--- src/rtl/mitm_logic.sv ---
// SPI man-in-the-middle sequencer: requests instruction/address/data chunks from the
// bus controller and substitutes MISO data on reads. Optional macro: MITM_ADDR_ECHO_EN.
module mitm_logic #(
  parameter int                    BUF_SIZE          = 9,
  parameter int                    MODE_WIDTH        = 2,
  parameter logic [MODE_WIDTH-1:0] MITM_MODE_FORWARD = 2'b01,
  parameter logic [MODE_WIDTH-1:0] MITM_MODE_SUB_ALL = 2'b10,
  localparam int                   CHUNK_SIZE_WIDTH  = $clog2(BUF_SIZE + 1)
) (
  input  logic                        sys_clk,
  input  logic                        rst,
  input  logic [MODE_WIDTH-1:0]       mode_select,
  input  logic                        comm_active,
  input  logic                        bus_ready,
  input  logic [BUF_SIZE-1:0]         real_miso_data,
  input  logic [BUF_SIZE-1:0]         real_mosi_data,
  output logic                        cmd_next_chunk,
  output logic                        cmd_finish,
  output logic [CHUNK_SIZE_WIDTH-1:0] next_chunk_size,
  output logic                        fake_miso_select,
  output logic                        fake_mosi_select,
  output logic [BUF_SIZE-1:0]         fake_miso_data,
  output logic [BUF_SIZE-1:0]         fake_mosi_data
);

  typedef enum logic [2:0] {
    IDLE, REQ_INSTR, REQ_ADDR, REQ_DATA, WAIT_BUSY, WAIT_DONE, FINISH, WAIT_END
  } state_t;

  // Which chunk is in flight while sitting in WAIT_BUSY / WAIT_DONE.
  typedef enum logic [1:0] { PH_INSTR, PH_ADDR, PH_DATA } phase_t;

  localparam logic [2:0] OP_READ = 3'b110;

  state_t                state_q, state_d;
  phase_t                phase_q, phase_d;
  logic [MODE_WIDTH-1:0] mode_q, mode_d;
  logic [BUF_SIZE-1:0]   addr_q, addr_d;
  logic [BUF_SIZE-1:0]   fake_val;
  logic                  unused_inputs;

  always_ff @(posedge sys_clk) begin
    if (!rst) begin
      state_q <= IDLE;
      phase_q <= PH_INSTR;
      mode_q  <= '0;
      addr_q  <= '0;
    end else begin
      state_q <= state_d;
      phase_q <= phase_d;
      mode_q  <= mode_d;
      addr_q  <= addr_d;
    end
  end

  always_comb begin
    state_d = state_q;
    phase_d = phase_q;
    mode_d  = mode_q;
    addr_d  = addr_q;
    if (state_q != IDLE && !comm_active) begin
      state_d = IDLE;
    end else begin
      unique case (state_q)
        IDLE: if (comm_active && bus_ready) begin
          mode_d  = (mode_select == MITM_MODE_SUB_ALL) ? MITM_MODE_SUB_ALL : MITM_MODE_FORWARD;
          state_d = REQ_INSTR;
        end
        REQ_INSTR: begin phase_d = PH_INSTR; state_d = WAIT_BUSY; end
        REQ_ADDR:  begin phase_d = PH_ADDR;  state_d = WAIT_BUSY; end
        REQ_DATA:  begin phase_d = PH_DATA;  state_d = WAIT_BUSY; end
        WAIT_BUSY: if (!bus_ready) state_d = WAIT_DONE;
        WAIT_DONE: if (bus_ready) begin
          unique case (phase_q)
            PH_INSTR: state_d = (real_mosi_data[2:0] == OP_READ) ? REQ_ADDR : FINISH;
            PH_ADDR:
              if (mode_q == MITM_MODE_SUB_ALL) begin
                addr_d  = real_mosi_data;
                state_d = REQ_DATA;
              end else begin
                state_d = FINISH;
              end
            default:  state_d = FINISH;
          endcase
        end
        FINISH:   state_d = WAIT_END;
        WAIT_END: state_d = WAIT_END;
        default:  state_d = IDLE;
      endcase
    end
  end

`ifdef MITM_ADDR_ECHO_EN
  assign fake_val = BUF_SIZE'(addr_q[7:0]);
`else
  assign fake_val = BUF_SIZE'(8'hA5);
`endif

  // Outputs decode from state only, so a reset or abort edge clears them all at once.
  always_comb begin
    cmd_next_chunk   = 1'b0;
    cmd_finish       = 1'b0;
    next_chunk_size  = '0;
    fake_miso_select = 1'b0;
    unique case (state_q)
      REQ_INSTR: begin cmd_next_chunk = 1'b1; next_chunk_size = CHUNK_SIZE_WIDTH'(3); end
      REQ_ADDR:  begin cmd_next_chunk = 1'b1; next_chunk_size = CHUNK_SIZE_WIDTH'(BUF_SIZE); end
      REQ_DATA:  begin
        cmd_next_chunk   = 1'b1;
        next_chunk_size  = CHUNK_SIZE_WIDTH'(8);
        fake_miso_select = 1'b1;
      end
      WAIT_BUSY, WAIT_DONE: fake_miso_select = (phase_q == PH_DATA);
      FINISH:  cmd_finish = 1'b1;
      default: ;
    endcase
  end

  assign fake_miso_data   = fake_miso_select ? fake_val : '0;
  assign fake_mosi_select = 1'b0;
  assign fake_mosi_data   = '0;
  assign unused_inputs    = ^{real_miso_data, addr_q};

endmodule

--- config.mk ---
export PLATFORM = sky130hd
export DESIGN_NAME = mitm_logic
export DESIGN_NICKNAME = d
export VERILOG_FILES = /design/src/rtl/mitm_logic.sv
export SDC_FILE = /design/constraint.sdc
export NUM_CORES = 1
export LEC_CHECK = 0
export CAP_MARGIN = 10
export CELL_PAD_IN_SITES_DETAIL_PLACEMENT = 0
export CELL_PAD_IN_SITES_GLOBAL_PLACEMENT = 1
export CORE_MARGIN = 2
export CORE_UTILIZATION = 22
export DETAILED_ROUTE_END_ITERATION = 8
export HOLD_SLACK_MARGIN = 0.12
export PLACE_DENSITY = 0.86
export SYNTH_ARGS = -nofsm -noshare
export SYNTH_HDL_FRONTEND = slang
export SYNTH_SLANG_ARGS = --single-unit
export TNS_END_PERCENT = 1
--- constraint.sdc ---
create_clock -name sys_clk -period 2.05 [get_ports sys_clk]
set_input_delay 0.205 -clock sys_clk [delete_from_list [all_inputs] [get_ports sys_clk]]
set_output_delay 0.205 -clock sys_clk [all_outputs]
set_load 0.02 [all_outputs]
==> load_flow_metrics.sql, run 1 <==
INSERT INTO impl_metrics (metric_group, metric, value, unit) VALUES
('critical_path', 'timing.critical_path.fanout_max', '10', ''),
('final_layout', 'postLayoutCellArea', '745.7', 'sq um'),
('cts', 'cts-resized-gates', '0', ''),
('final_layout', 'multiInputGateArea', '324.1', 'sq um'),
('critical_path', 'crit_path_frequent_cell', 'nor2_1', ''),
('floorplan', 'fp.coreArea', '2500', 'sq um'),
('critical_path', 'worst-r2r-cell-count', '5', ''),
('timing', 'report.final.hold_viol_count', '0', ''),
('cts', 'post-cts-setup-buffers', '0', ''),
('worst_hold_path', 'timing.hold.worst_endpoint', 'phase_q[1]', ''),
('timing', 'tns', '0', 'ns'),
('critical_path', 'timing.critical_path.from_type', 'flop', ''),
('route', 'drt_drc_violations_left', '0', ''),
('place', 'gp_routability_congestion', '0.8089', ''),
('worst_hold_path', 'hold_path_class', 'flop to flop', ''),
('floorplan', 'boundaryPins', '50', ''),
('power_and_ir_drop', 'internal_power', '0.0003404', 'W'),
('cts', 'clk_latency', '0.25', 'ns'),
('cts', 'cts_buf_count', '3', ''),
('logic_synthesis', 'yosysWarningCount', '0', ''),
('global_routing', 'grt_max_degree', '13', ''),
('timing', 'rsz0062_at_grt', 'no', ''),
('global_routing', 'gr-usage-all-layers', '8.083', '%'),
('final_layout', 'area.growth.synth_to_final', '28.45', '%'),
('final_layout', 'layout_filler_cell_count', '262', ''),
('logic_synthesis', 'ys_async_sr_fraction', '0', '%'),
('final_layout', 'number_of_nets_in_the_finished_design', '112', ''),
('worst_hold_path', 'holdPathStages', '2', ''),
('final_layout', 'drive_above_1_share', '14.94', '%'),
('cts', 'tritoncts', 'done', ''),
('floorplan', 'initial_core_util', '23.22', '%'),
('critical_path', 'timing.critical_path.slowest_cell_delay', '0.60', 'ns'),
('final_layout', 'layout.cells.non_filler', '117', ''),
('logic_synthesis', 'syn_area_per_cell', '8.177', 'sq um'),
('critical_path', 'ff2ff_setup_slack', '0.78', 'ns'),
('critical_path', 'crit_type', 'flop to output port', ''),
('power_and_ir_drop', 'switching_share', '38.09', '%'),
('logic_synthesis', 'synth.lib_cells_used.distinct', '29', ''),
('run', 'max_cap_viol_count', '0', ''),
('critical_path', 'path_cells', 'buf_4 > nor2_1 > nor2_1 > clkdlybuf4s50_1', ''),
('place', 'placed_cells_incl_taps', '113', ''),
('place', 'place_hpwl', '885.3', 'um'),
('logic_synthesis', 'ys_ff_latch', '7', ''),
('final_layout', 'layout.area.seq', '142.6', 'sq um'),
('critical_path', 'critPathArrivalTime', '1.60', 'ns'),
('floorplan', 'die_x', '55.37', 'um'),
('worst_hold_path', 'hp-start', 'phase_q[1]', ''),
('power_and_ir_drop', 'clockPowerShare', '23.6', '%'),
('route', 'finalWirelength', '1119', 'um'),
('critical_path', 'critPathSlowestCell', 'clkdlybuf4s50_1', ''),
('power_and_ir_drop', 'peakVddDrop', '0.3374', 'mV'),
('final_layout', 'highest_count_cells_in_the_layout_ignoring_fill_and_taps', 'conb_1, clkdlybuf4s50_1, nor2_1, dfxtp_1, dlymetal6s2s_1', ''),
('cts', 'cts_hold_buf', '0', ''),
('power_and_ir_drop', 'combinationalPowerShare', '42.9', '%'),
('logic_synthesis', 'synth.cell_area', '580.6', 'sq um'),
('cts', 'cts.sink_count', '7', ''),
('logic_synthesis', 'yosys_most_used_dff', 'dfxtp_1', ''),
('timing', 'period_minus_ws_final', '1.803', 'ns'),
('place', 'dpl_cell_area', '704.4', 'sq um'),
('place', 'port-buffer-count', '18', ''),
('timing', 'final_setup_violation_count', '0', ''),
('run_status', 'run_status', 'complete, no violations', ''),
('global_routing', 'first_global_vias', '421', ''),
('power_and_ir_drop', 'powerDensity', '737.3', 'nW/um^2'),
('critical_path', 'worst_ep_required_time', '1.85', 'ns'),
('route', 'detail_route.iter0.violations', '6', ''),
('cts', 'cts.reportedPaths.clkPinSlew', '0.05', 'ns'),
('cts', 'cts-root-to-sink-buffers', '2', ''),
('timing', 'final.setup_skew', '0.0005409', 'ns'),
('critical_path', 'worstSetupEndpointType', 'output port', ''),
('floorplan', 'std_cell_rows', '18', '');
-- registers in the layout, summed over array words and instances (netlist names) --
name     flops
mode_q       2
phase_q      2
state_q      3
-- cell families after synthesis --
family	count (synthesis)	synth area share [%]
buffers and inverters	25	29.74
DFF	7	24.14
AOI/OAI and AO/OA	15	17.67
and+or+nand+nor	22	26.29
other	1	0.6459
xor gates and xnor gates	1	1.509
-- critical path, delay by kind of cell, from the launching register on --
family	cells	cell delay, ns
and+or+nand+nor	2	0.15
buffers and inverters	2	0.77
DFF	1	0.42
-- power by group through the flow --
stage / clock (W) / sequential, W / combinational, W
after floorplan: 0 / 0.000169 / 0.000205
after global placement: 0 / 0.000183 / 0.000235
after detailed placement: 0 / 0.000185 / 0.000237
after CTS: 0.000137 / 0.000182 / 0.000237
after global routing: 0.000152 / 0.000189 / 0.000256
final: 0.000130 / 0.000184 / 0.000236
-- metrics by stage --
step / worst slack [ns] / hold WS [ns]
after floorplan: 0.5238 / 0.3141
after global placement: 0.3216 / 0.4636
after detailed placement: 0.2878 / 0.4713
after CTS: 0.002104 / 0.4792
after global routing: 0.1178 / 0.4974
final: 0.2473 / 0.4751
-- synthesized netlist by cell type (2+ instances only) --
cell / instances / area share (%)
a21oi_1: 2 / 1.7
a31oi_1: 4 / 4.3
buf_2: 3 / 2.6
buf_4: 20 / 26
dfxtp_1: 7 / 24
inv_1: 2 / 1.3
nand2_1: 3 / 1.9
nor2_1: 5 / 3.2
nor2b_1: 2 / 2.2
nor3b_1: 3 / 3.9
o21ai_1: 2 / 1.7
-- area by class of cell --
type | count | share of cell area, %
Tap cell | 30 | 5.034
Inverter | 2 | 1.007
Clock buffer | 4 | 3.523
Multi-Input combinational cell | 54 | 43.46
Sequential cell | 7 | 19.13
Timing Repair Buffer | 20 | 27.85
-- worst max-delay path by stage --
stage | cells past startpoint | slack, ns | endpoint
3_3_place_gp | 3 | 0.32 | fake_miso_select
5_1_grt | 4 | 0.12 | cmd_next_chunk
4_1_cts | 3 | 0.002 | fake_miso_data[2]
6_report | 4 | 0.25 | cmd_next_chunk
3_5_place_dp | 3 | 0.29 | fake_miso_data[2]
2_1_floorplan | 4 | 0.52 | fake_miso_data[0]
-- routing by layer --
metal | up-vias | GRT usage (%) | wire length [um]
met5 | - | 0 | 0
met2 | 24 | 12.24 | 492
met3 | 4 | 3.513 | 88
li1 | 242 | - | -
met1 | 200 | 9.181 | 510
met4 | 0 | 5.226 | 27
No activity file was read; power rests on OpenSTA's default activity.
==> run 2, diff against run 1 <==
Settings changed: CAP_MARGIN 10 to 20.
==> results of run 2 <==
No change in the layout: final DEF, timing and power equal those of run 1.
